<file path="config.mk">
export PLATFORM = sky130hd
export DESIGN_NAME = regfile_loader
export DESIGN_NICKNAME = d
export VERILOG_FILES = /design/src/rtl/regfile_loader.sv
export SDC_FILE = /design/constraint.sdc
export NUM_CORES = 1
export LEC_CHECK = 0
export ABC_AREA = 1
export ABC_CLOCK_PERIOD_IN_PS = 1450
export CAP_MARGIN = 20
export CORE_UTILIZATION = 34
export CTS_CLUSTER_SIZE = 24
export DETAILED_ROUTE_END_ITERATION = 12
export PLACE_DENSITY = 0.81
export SETUP_SLACK_MARGIN = 0.05
export SYNTH_ARGS = -nofsm -noshare
export SYNTH_HDL_FRONTEND = slang
export SYNTH_SLANG_ARGS = --single-unit
</file>
<file path="constraint.sdc">
create_clock -name clk -period 1.45 [get_ports clk]
set_input_delay 0.2175 -clock clk [delete_from_list [all_inputs] [get_ports clk]]
set_output_delay 0.2175 -clock clk [all_outputs]
set_load 0.02 [all_outputs]
</file>
<file path="src/rtl/regfile_loader.sv">
// Load/dump sequencer for an 8-entry register file: writes a valid/ready word stream
// into registers 0..NUM_REGS-1, or reads them back out as a valid/ready stream.
module regfile_loader #(
    parameter int NUM_REGS = 8,
    parameter int ADDR_W   = 5,
    parameter int DATA_W   = 32
) (
    input  logic              clk,
    input  logic              reset,
    input  logic              load_start,
    input  logic              dump_start,
    input  logic [DATA_W-1:0] in_data,
    input  logic              in_valid,
    output logic              in_ready,
    output logic [DATA_W-1:0] out_data,
    output logic              out_valid,
    input  logic              out_ready,
    output logic              out_last,
    output logic              busy,
    output logic              done,
    output logic [ADDR_W-1:0] a1,
    input  logic [DATA_W-1:0] rd1,
    output logic [ADDR_W-1:0] a3,
    output logic              we3,
    output logic [DATA_W-1:0] wd3,
    output logic [2:0]        dbg_state
);

    // Handshakes: a word moves on a rising clk edge where valid & ready are both high;
    // the producer holds data/valid stable until that edge, and ready may change freely.

    typedef enum logic [2:0] {
        IDLE = 3'd0,
        LOAD = 3'd1,
        DRD  = 3'd2,
        DOUT = 3'd3,
        FIN  = 3'd4
    } state_t;

    localparam int IDX_W = $clog2(NUM_REGS);
    localparam logic [IDX_W-1:0] LAST_IDX = IDX_W'(NUM_REGS - 1);

    state_t            state, state_nx;
    logic [IDX_W-1:0]  idx, idx_nx;
    logic [DATA_W-1:0] out_data_nx;
    logic              out_valid_nx;
    logic              out_last_nx;

    always_ff @(posedge clk) begin
        if (reset) begin
            state     <= IDLE;
            idx       <= '0;
            out_data  <= '0;
            out_valid <= 1'b0;
            out_last  <= 1'b0;
        end else begin
            state     <= state_nx;
            idx       <= idx_nx;
            out_data  <= out_data_nx;
            out_valid <= out_valid_nx;
            out_last  <= out_last_nx;
        end
    end

    always_comb begin
        state_nx     = state;
        idx_nx       = idx;
        out_data_nx  = out_data;
        out_valid_nx = out_valid;
        out_last_nx  = out_last;
        case (state)
            IDLE: begin
                if (load_start) begin
                    state_nx = LOAD;
                    idx_nx   = '0;
                end else if (dump_start) begin
                    state_nx = DRD;
                    idx_nx   = '0;
                end
            end
            LOAD: begin
                // The last register leaves idx untouched so it never wraps.
                if (in_valid) begin
                    if (idx == LAST_IDX) state_nx = FIN;
                    else                 idx_nx   = idx + 1'b1;
                end
            end
            DRD: begin
                out_data_nx  = rd1;
                out_valid_nx = 1'b1;
                out_last_nx  = (idx == LAST_IDX);
                state_nx     = DOUT;
            end
            DOUT: begin
                if (out_valid && out_ready) begin
                    out_valid_nx = 1'b0;
                    out_last_nx  = 1'b0;
                    if (out_last) begin
                        state_nx = FIN;
                    end else begin
                        idx_nx   = idx + 1'b1;
                        state_nx = DRD;
                    end
                end
            end
            FIN:     state_nx = IDLE;
            default: state_nx = IDLE;
        endcase
    end

    assign in_ready  = (state == LOAD);
    assign we3       = in_ready & in_valid & ~reset;
    assign a3        = (state == LOAD) ? ADDR_W'(idx) : '0;
    assign wd3       = (state == LOAD) ? in_data : '0;
    assign a1        = (state == DRD) ? ADDR_W'(idx) : '0;
    assign busy      = (state != IDLE);
    assign done      = (state == FIN);
    assign dbg_state = state;

endmodule

</file>
==> metrics.md, run 1 <==
| Metric | Value |
|---|---|
| Status | `complete, but fails checks` |
| Failing checks | `negative setup slack` |
| CP most frequent cell | `nor2_4` |
| Placed cell areas | `0.00369 mm^2` |
| Max_cap viols | `0` |
| Die area | `0.00619 mm^2` |
| Delay-heaviest family, CP | `buffers and inverters` |
| Post-synthesis sequential area ratio | `40.1%` |
| Slowest-stage cell, CP | `dfxtp_4` |
| Synthesized instance count | `303` |
| Hold buffers post-CTS | `0` |
| Critical path type | `flop to output pin` |
| CTS clk-pin slew, worst paths | `0.09 ns` |
| Final Instance Area | `0.00451 mm^2` |
| IO Pins | `153` |
| GRT Residual Overflow | `0` |
| CP Capture Type | `output pin` |
| Worst setup SP type | `flop` |
| Worst vdd ir | `1.09 mV` |
| Clock Latency Late Sink | `0.29 ns` |
| Die height | `78.7 um` |
| Initial antenna violation count | `0` |
| Initial Util | `35.8%` |
| Inserted Diodes | `0` |
| RSZ-0062 raised after global routing | `true` |
| Final Max Slew Viols | `0` |
| Worst Path Arrival | `1.38 ns` |
| Row cnt | `27` |
| Leak | `2.25 nW` |
| Pwr/cell area | `1770 mW/mm^2` |
| Crit Path Max Fanout | `5` |
| Vias | `2700` |
| DP Worst Slack | `-0.305 ns` |
| FMAX | `627 MHz` |
| Mean post-synth cell area | `6.59 um^2` |
| CORE AREA | `0.00557 mm^2` |
| Remaining DRCs | `0` |
| TritonCTS clock tree | `yes` |
| First-pass GRT wire length | `10800 um` |
| First drt pass iteration count | `4` |
| Final TNS setup | `-3.29 ns` |
| Share of cells above drive strength 1 | `41.1%` |
| CTS root buf | `clkbuf_8` |
| CTS buffer count | `5` |
| Post-Synthesis Cell Area | `0.00200 mm^2` |
| Vias per Instance | `4.90` |
| Worst setup margin | `-0.145 ns` |
| Critical path required time | `1.23 ns` |
| IO Port Bufs | `148` |
| Worst-path cell chain | `nor2_4 > nand2_4 > buf_12 > buf_4 > nor2_4 > buf_6` |
| WHS | `0.467 ns` |
| Final setup fails | `46` |
| Final wirelength | `8900 um` |
| GRT Overall Usage | `22.0%` |
| Final worst path period share | `110%` |
| Hold Violations, Final | `0` |
| CTS Buffer Depth | `2` |
| Max stage delay on crit path | `0.36 ns` |
| Synth cell types | `25` |
| Crit path buf inv count | `3` |
| Die Wd | `78.7 um` |
| Worst hold-check path type | `flop to flop` |
| Largest net degree at the start of global routing | `38` |
| Yosys warnings | `0` |
| Htree depth | `2` |
| Nets | `551` |
| DPL Wire Length | `4990 um` |
| GPL Wtd Cong | `0.846` |
| Power Total | `7.97 mW` |
| Avg WL per Cell | `16.1 um` |
| Number of routed nets with antenna violations | `0` |
| Final min period | `1.59 ns` |
| Number of global-route vias before repair | `2384` |
| Yosys reg bits | `40` |
| Worst Skew | `0.0109 ns` |
| CTS sink count | `40` |
| Syn-to-layout area delta | `126%` |
| DRT iter0 DRCs | `82` |
[tightest hold or removal path: cells and delay by family (launching register included)]
family	cells	cell delay, ns
DFF	1	0.32
AOI/OAI and AO/OA	1	0.05
and+or+nand+nor	1	0.06
[routing by layer]
metal / part of all wire, % / routed length, um / track usage (%)
met1: 36 / 3190 / 22.4
met2: 53 / 4710 / 40.7
met3: 9.3 / 831 / 8.14
met4: 1.8 / 161 / 7.96
met5: 0 / 0 / 0
[cells in the final DEF, fill, tap and decap left out, drive strengths merged, types with 3 or more instances in the layout]
cell type	n
a21oi	39
buf	79
clkbuf	8
clkdlybuf4s50	69
conb	4
dfxtp	40
dlygate4sd2	34
inv	45
nand2	85
nand3	7
nor2	53
nor3	3
[cell type report]
cell class / count / area, um^2
Tap cell: 72 / 90.1
Fill cell: 331 / 1070
Clock buffer: 5 / 68.8
Inverter: 46 / 195
Sequential cell: 40 / 812
Clock inverter: 2 / 60.1
Timing Repair Buffer: 186 / 1870
Multi-Input combinational cell: 200 / 1410
[flip-flops by register name, indices dropped and copies added, names as in the netlist]
register	cells
out_valid	1
idx	3
dbg_state	3
out_last	1
out_data	32
[repair_timing]
item / in CTS / in global routing
buffers inserted: 9 / 5
cloned: 1 / 3
endpoints found under the setup margin: 118 / 82
resized for setup: 301 / 134
pin swaps: 10 / 47
[path summary, 6_finish.rpt]
check	startpoint	to	slack (ns)	cells after the start
setup / recovery	dbg_state[2]	wd3[21]	-0.14	6
hold / removal	out_data[5]	out_data[5]	0.47	2
setup reg to reg	dbg_state[1]	dbg_state[0]	-0.05	9
hold reg to reg	out_data[5]	out_data[5]	0.47	2
[cell families (layout without fill, tap and decap cells)]
kind of cell,after synthesis,after routing,synth area share (%)
adder cells (fa/ha/maj),2,2,1.25
other,1,4,0.188
buffers and inverters,66,239,15.7
AO/OA/AOI/OAI,44,44,11.6
flip-flops,40,40,40.1
AND/OR/NAND/NOR,150,150,31.2
[report_power, final]
part           internal, mW  switching, mW
registers              1.38          0.185
clock network         0.678          0.400
logic                  2.37           2.96
total                  4.43           3.54
[cell usage after synthesis]
master | count | area (um^2)
buf_4 | 5 | 37.5
nand3_1 | 7 | 35.0
clkinv_2 | 1 | 5.00
a21oi_1 | 38 | 190
inv_1 | 43 | 161
conb_1 | 1 | 3.75
a22oi_1 | 1 | 7.51
buf_6 | 5 | 56.3
clkbuf_1 | 4 | 15.0
inv_2 | 2 | 7.51
nor2_2 | 2 | 12.5
nor3_1 | 2 | 10.0
ha_1 | 2 | 25.0
o21ai_2 | 1 | 8.76
nand2_2 | 4 | 25.0
a21oi_2 | 1 | 8.76
nor2_1 | 48 | 180
buf_2 | 6 | 30.0
nand4_1 | 2 | 12.5
nand2_1 | 81 | 304
nor2_4 | 3 | 33.8
a31oi_1 | 2 | 12.5
o21ai_0 | 1 | 5.00
dfxtp_1 | 40 | 801
nor3_2 | 1 | 10.0
[stage by stage]
step	util (%)	cells
2_1_floorplan	-	306
3_3_place_gp	66.1	529
3_5_place_dp	66.1	529
4_1_cts	70.3	545
5_1_grt	80.9	551
6_report	80.9	551
(Power assumes the default switching activity.)
==> inputs of run 2 (changes only) <==
Settings changed: ABC_CLOCK_PERIOD_IN_PS 1450 to 1800, HOLD_SLACK_MARGIN set to 0.1.
Clock period 1.45 ns to 1.8 ns, I/O delays scaled along.
==> run 2 against run 1 <==
Net effect:
- the run now ends clean
- register-to-register slack better by 0.32 ns
- final area down 22%
- non-clock buffer count down 26
- final cell count down 4.7%
- routed wire length down 29%
- flip-flop and latch count unchanged
- critical endpoint is now dbg_state[2]
==> metrics.md, run 2 (synthesized netlist as in run 1, its figures left out) <==
| Metric | Value |
|---|---|
| Most frequent cells in the layout | `clkdlybuf4s50_1 (104), nand2_1 (81), nor2_1 (48)` |
| Initial antenna violation count | `0 (unchanged)` |
| DRT iter0 DRCs | `90 (+9.8%)` |
| CTS Buffer Depth | `2 (unchanged)` |
| Final min period | `1.69 ns` |
| Share of cells above drive strength 1 | `15.9% (-25 points)` |
| Worst Skew | `0.00462 ns (-0.00623 ns)` |
| Nets | `525 (-4.7%)` |
| Die height | `78.7 um (unchanged)` |
| Final Max Slew Viols | `0 (unchanged)` |
| Worst vdd ir | `0.840 mV (-23%)` |
| Worst setup margin | `0.108 ns (+0.253 ns)` |
| Most common cell after layout, fill and taps aside | `clkdlybuf4s50_1` |
| Hold Violations, Final | `0 (unchanged)` |
| Final wirelength | `6290 um (-29%)` |
| Critical path type | `flop to output pin` |
| First-pass GRT wire length | `10000 um (-6.9%)` |
| CORE AREA | `0.00557 mm^2 (unchanged)` |
| Syn-to-layout area delta | `75.1%` |
| Clock Latency Late Sink | `0.29 ns (about the same)` |
| Largest net degree at the start of global routing | `38 (unchanged)` |
| Die area | `0.00619 mm^2 (unchanged)` |
| Worst Path Arrival | `1.42 ns (+0.04 ns)` |
| Inserted Diodes | `0 (unchanged)` |
| Worst hold-check path type | `flop to flop` |
| Vias per Instance | `4.48 (-8.6%)` |
| Seq pwr share | `27.0% (+7.3 points)` |
| CTS sink count | `40 (unchanged)` |
| CTS clk-pin slew, worst paths | `0.07 ns (-0.02 ns)` |
| Fin cells | `525 (-4.7%)` |
| Max_cap viols | `0 (unchanged)` |
| GRT Overall Usage | `20.5% (-1.6 points)` |
| Placed cells | `518 (-2.1%)` |
| IO Pins | `153 (unchanged)` |
| Comb pwr share | `59.4% (-7.4 points)` |
| Fillcell total | `526 (+59%)` |
| Final worst path period share | `94.0%` |
| Initial Util | `35.8% (unchanged)` |
| Remaining DRCs | `0 (unchanged)` |
| GRT Residual Overflow | `0 (unchanged)` |
| FF/Latch Area | `801 um^2 (-1.4%)` |
| CP Capture Type | `output pin` |
| TritonCTS clock tree | `yes` |
| DPL Wire Length | `4870 um (-2.4%)` |
| RSZ-0062 raised after global routing | `false` |
| Number of routed nets with antenna violations | `0 (unchanged)` |
| Avg WL per Cell | `12.0 um (-26%)` |
| Power Internal | `2.57 mW (-42%)` |
| First drt pass iteration count | `4 (unchanged)` |
| Power share of the clock group | `13.7% (+0.2 points)` |
| Multi-input logic area | `896 um^2 (-37%)` |
| Final setup fails | `0 (-100%)` |
| DP Worst Slack | `-0.0780 ns (+0.227 ns)` |
| Htree depth | `2 (unchanged)` |
| Largest Register | `out_data` |
| Row cnt | `27 (unchanged)` |
| Switching Power | `2.01 mW (-43%)` |
| CTS root buf | `clkbuf_8` |
| GPL Wtd Cong | `0.853 (+0.83%)` |
| Pwr/cell area | `1310 mW/mm^2 (-26%)` |
| IO Port Bufs | `148 (unchanged)` |
| FMAX | `591 MHz` |
| Die Wd | `78.7 um (unchanged)` |
| Leak | `1.64 nW (-27%)` |
| Number of global-route vias before repair | `2250 (-5.6%)` |
| Critical path required time | `1.53 ns (+0.30 ns)` |
| CTS buffer count | `5 (unchanged)` |
| Worst setup SP type | `flop` |
| Max reg flops | `32 (unchanged)` |
| Crit Path Max Fanout | `4 (-1)` |
| Status | `complete, no violations` |
| Hold buffers post-CTS | `0 (unchanged)` |
| Switching part of the total | `44.0% (-0.50 points)` |
| Vias | `2351 (-13%)` |
==> run 2: cell types whose count changed in the layout (fill, tap and decap cells not counted), moves of 30 or more <==
cell             previous run  this run
nand2_4                    30         0
clkdlybuf4s50_1            69       104
a21oi_1                     7        38
nand2_1                    51        81
buf_6                      35         1
dlygate4sd2_1              34         4
a21oi_2                    32         1
==> run 2: per-stage QoR <==
stage	setup TNS [ns]	instance area, um^2	hold slack [ns]	utilization (%)	power, mW
after floorplan	0	2010	0.413	-	2.93
after CTS	0	3660	0.466	65.6	4.69
final	0	3500	0.463	62.8	4.58
after detailed placement	-0.471	3570	0.455	64.0	4.17
after global placement	-0.119	3570	0.450	64.0	4.11
after global routing	0	3500	0.483	62.8	4.92
==> run 2: repair_timing <==
item	4_1_cts	5_1_grt
buffers inserted	0	0
pin swaps	0	0
resized for setup	79	48
endpoints found under the setup margin	68	62
==> run 2: power groups by stage <==
| stage | logic [mW] | registers (mW) | clock network [mW] |
|---|---|---|---|
| floorplan | 1.46 | 1.47 | 0 |
| global placement | 2.86 | 1.25 | 0 |
| detailed placement | 2.91 | 1.25 | 0 |
| CTS | 2.81 | 1.24 | 0.643 |
| global route | 2.97 | 1.27 | 0.689 |
| finish | 2.72 | 1.23 | 0.626 |
==> run 2: final timing paths <==
path,start,to,slack [ns],cells past startpoint
max reg2reg,dbg_state[2],out_data[12],0.27,8
min,out_data[21],out_data[21],0.46,2
min reg2reg,out_data[21],out_data[21],0.46,2
max,dbg_state[2],dbg_state[2],0.11,2
==> run 2: cell type report <==
type                            count  area share [%]
Clock buffer                        7            2.75
Inverter                           46            5.01
Multi-Input combinational cell    200            25.6
Sequential cell                    40            22.9
Tap cell                           72            2.57
Timing Repair Buffer              160            41.2
==> run 2: critical path, stage by stage (launching register included) <==
cell and delay (ns):
dfxtp_1 0.37, buf_4 0.16, clkdlybuf4s50_1 0.61
==> run 2: routing by layer <==
metal / GRT usage [%] / share of wire (%)
met4: 6.67 / 1.7
met5: 0 / 0
met3: 7.44 / 10
met2: 39.4 / 49
met1: 19.9 / 39
==> inputs of run 3 (changes only) <==
Settings changed: CORE_UTILIZATION 34 to 35, DONT_BUFFER_PORTS set to 1, PLACE_DENSITY 0.81 to not set.
==> run 3 against run 2 <==
Net effect:
- combinational power is 26% lower
- clock power is 4.5% lower
- non-clock buffer count is 105 lower
- sequential power is 20% higher
- flip-flop and latch count stayed put
- final cell count is 20% lower
- critical path type unchanged
- largest cell class is now multi-input gates
==> metrics.md, run 3 (synthesized netlist as in run 1, its figures left out) <==
| Metric | Value |
|---|---|
| Final wirelength | `4880 um (-22%)` |
| CTS root buf | `clkbuf_8` |
| Seq pwr share | `36.1% (+9.1 points)` |
| Most frequent cells in the layout | `nand2_1 (81), buf_4 (49), nor2_1 (48)` |
| Number of routed nets with antenna violations | `0 (unchanged)` |
| CTS Buffer Depth | `2 (unchanged)` |
| IO Pins | `153 (unchanged)` |
| Status | `complete, no violations` |
| CTS buffer count | `5 (unchanged)` |
| Clock Latency Late Sink | `0.29 ns (about the same)` |
| Final TNS setup | `0 ns (unchanged)` |
| FF-to-FF setup slack | `0.24 ns (-0.03 ns)` |
| First-pass GRT wire length | `7420 um (-26%)` |
| Vias per Instance | `4.69 (+4.7%)` |
| Avg WL per Cell | `11.6 um (-3.3%)` |
| Slowest-stage cell, CP | `dfxtp_1` |
| Remaining DRCs | `0 (unchanged)` |
| GRT Residual Overflow | `0 (unchanged)` |
| Inserted Diodes | `0 (unchanged)` |
| Final setup fails | `0 (unchanged)` |
| Final min period | `1.67 ns (-0.0170 ns)` |
| Initial antenna violation count | `0 (unchanged)` |
| DPL Wire Length | `3570 um (-27%)` |
| Final worst path period share | `93.1% (-0.94 points)` |
| Number of global-route vias before repair | `1718 (-24%)` |
| FMAX | `597 MHz (+1.0%)` |
| CTS sink count | `40 (unchanged)` |
| Die Wd | `77.6 um (-1.4%)` |
| CP most frequent cell | `buf_4` |
| Switching part of the total | `47.8% (+3.8 points)` |
| Leak | `1.23 nW (-25%)` |
| Pwr/cell area | `1620 mW/mm^2 (+24%)` |
| Nets | `420 (-20%)` |
| Worst Path Arrival | `1.40 ns (-0.02 ns)` |
| CTS clk-pin slew, worst paths | `0.09 ns (+0.02 ns)` |
| Max stage delay on crit path | `0.47 ns (-0.14 ns)` |
| Die height | `77.6 um (-1.4%)` |
| Placed cell areas | `0.00233 mm^2 (-35%)` |
| Worst vdd ir | `0.623 mV (-26%)` |
| Row cnt | `27 (unchanged)` |
| Power Internal | `2.12 mW (-17%)` |
| Critical path type | `flop to output pin` |
| Hold Violations, Final | `0 (unchanged)` |
| Vias | `1973 (-16%)` |
| Largest net degree at the start of global routing | `39 (+2.6%)` |
| Syn-to-layout area delta | `25.4%` |
| Switching Power | `1.94 mW (-3.6%)` |
| Final Max Slew Viols | `0 (unchanged)` |
| Htree depth | `2 (unchanged)` |
| Placed cells | `406 (-22%)` |
| Worst Skew | `0.00601 ns (+0.00139 ns)` |
| CP Capture Type | `output pin` |
| DRT iter0 DRCs | `86 (-4.4%)` |
| Critical path required time | `1.53 ns (about the same)` |
| Max_cap viols | `0 (unchanged)` |
| Comb pwr share | `49.2% (-10 points)` |
| Final Instance Area | `0.00251 mm^2 (-28%)` |
| RSZ-0062 raised after global routing | `false` |
| Worst setup SP type | `flop` |
| Max reg flops | `32 (unchanged)` |
| Die area | `0.00602 mm^2 (-2.8%)` |
| Worst hold-check path type | `primary input to flop` |
| Worst-path cell chain | `buf_4 > inv_1 > nor3_1 > buf_4` |
| GRT Overall Usage | `15.4% (-5.1 points)` |
| Most common cell after layout, fill and taps aside | `nand2_1` |
| IO Port Bufs | `0 (-100%)` |
| GPL Wtd Cong | `0.845 (-0.87%)` |
| Largest Register | `out_data` |
| Initial Util | `36.3% (+0.44 points)` |
| Crit Path Max Fanout | `4 (unchanged)` |
| CORE AREA | `0.00551 mm^2 (-1.2%)` |
| Share of cells above drive strength 1 | `21.8% (+5.9 points)` |
| Fin cells | `421 (-20%)` |
| Power share of the clock group | `14.7% (+1.0 points)` |
| First drt pass iteration count | `4 (unchanged)` |
| TritonCTS clock tree | `yes` |
| Power Total | `4.06 mW (-11%)` |
run 3: changes by cell type in the layout (fill, tap and decap cells not counted), moves of 2 or more:
cell	change
clkbuf_2	-28
clkdlybuf4s15_2	-3
clkinvlp_4	+2
clkbuf_8	-2
dlygate4sd2_1	-4
clkdlybuf4s50_1	-104
buf_2	-6
dlygate4sd3_1	+4
buf_4	+40
dfxtp_1	-2
run 3: layout make-up:
cell class,count,area (um^2)
timing repair buffer,55,448
inverter,46,174
clock inverter,3,23.8
clock buffer,5,68.8
tap,72,90.1
sequential,40,806
multi-input combinational,200,896
fill,590,3000
run 3: per-layer routing:
metal | vias to the layer above | GRT usage, % | share of wire, %
met4 | 0 | 5.47 | 1.4
met5 | - | 0 | 0
met3 | 6 | 5.18 | 10
met2 | 120 | 28.4 | 48
li1 | 996 | - | -
met1 | 851 | 16.0 | 40
run 3: worst paths after layout:
check                             startpoint      endpoint  depth (start not counted)
worst max-delay path            dbg_state[2]          done                          4
worst min-delay path                 rd1[23]  out_data[23]                          2
worst max register to register  dbg_state[2]  dbg_state[0]                          5
worst min register to register        idx[0]        idx[0]                          2
run 3: power by group through the flow:
stage	registers (mW)	clock network (mW)	logic, mW
after CTS	1.46	0.628	1.98
after floorplan	1.47	0	1.46
after detailed placement	1.48	0	1.95
after global placement	1.47	0	1.91
after global routing	1.49	0.660	2.21
final	1.47	0.598	2.00
run 3: worst max-delay path: cells and delay by family (launching register included):
family                 cells  cell delay (ns)
buffers and inverters      3             0.47
DFF                        1             0.47
and+or+nand+nor            1             0.18
run 3: repair_timing:
action | CTS | global route
hold buffers | 4 | 1
setup endpoints to repair | 1 | 16
setup buffers | 0 | 2
gates cloned | 0 | 0
resized for setup | 2 | 1
hold endpoints to repair | 36 | 1
pin swaps | 0 | 1
run 3: metrics by stage:
stage                     setup slack (ns)  hold slack, ns  util, %
after floorplan                      0.142           0.413        -
after global placement               0.177           0.337     42.4
after detailed placement             0.129           0.339     42.4
after CTS                           0.0955           0.100     45.0
after global routing                0.0531           0.100     45.5
final                                0.125           0.112     45.5
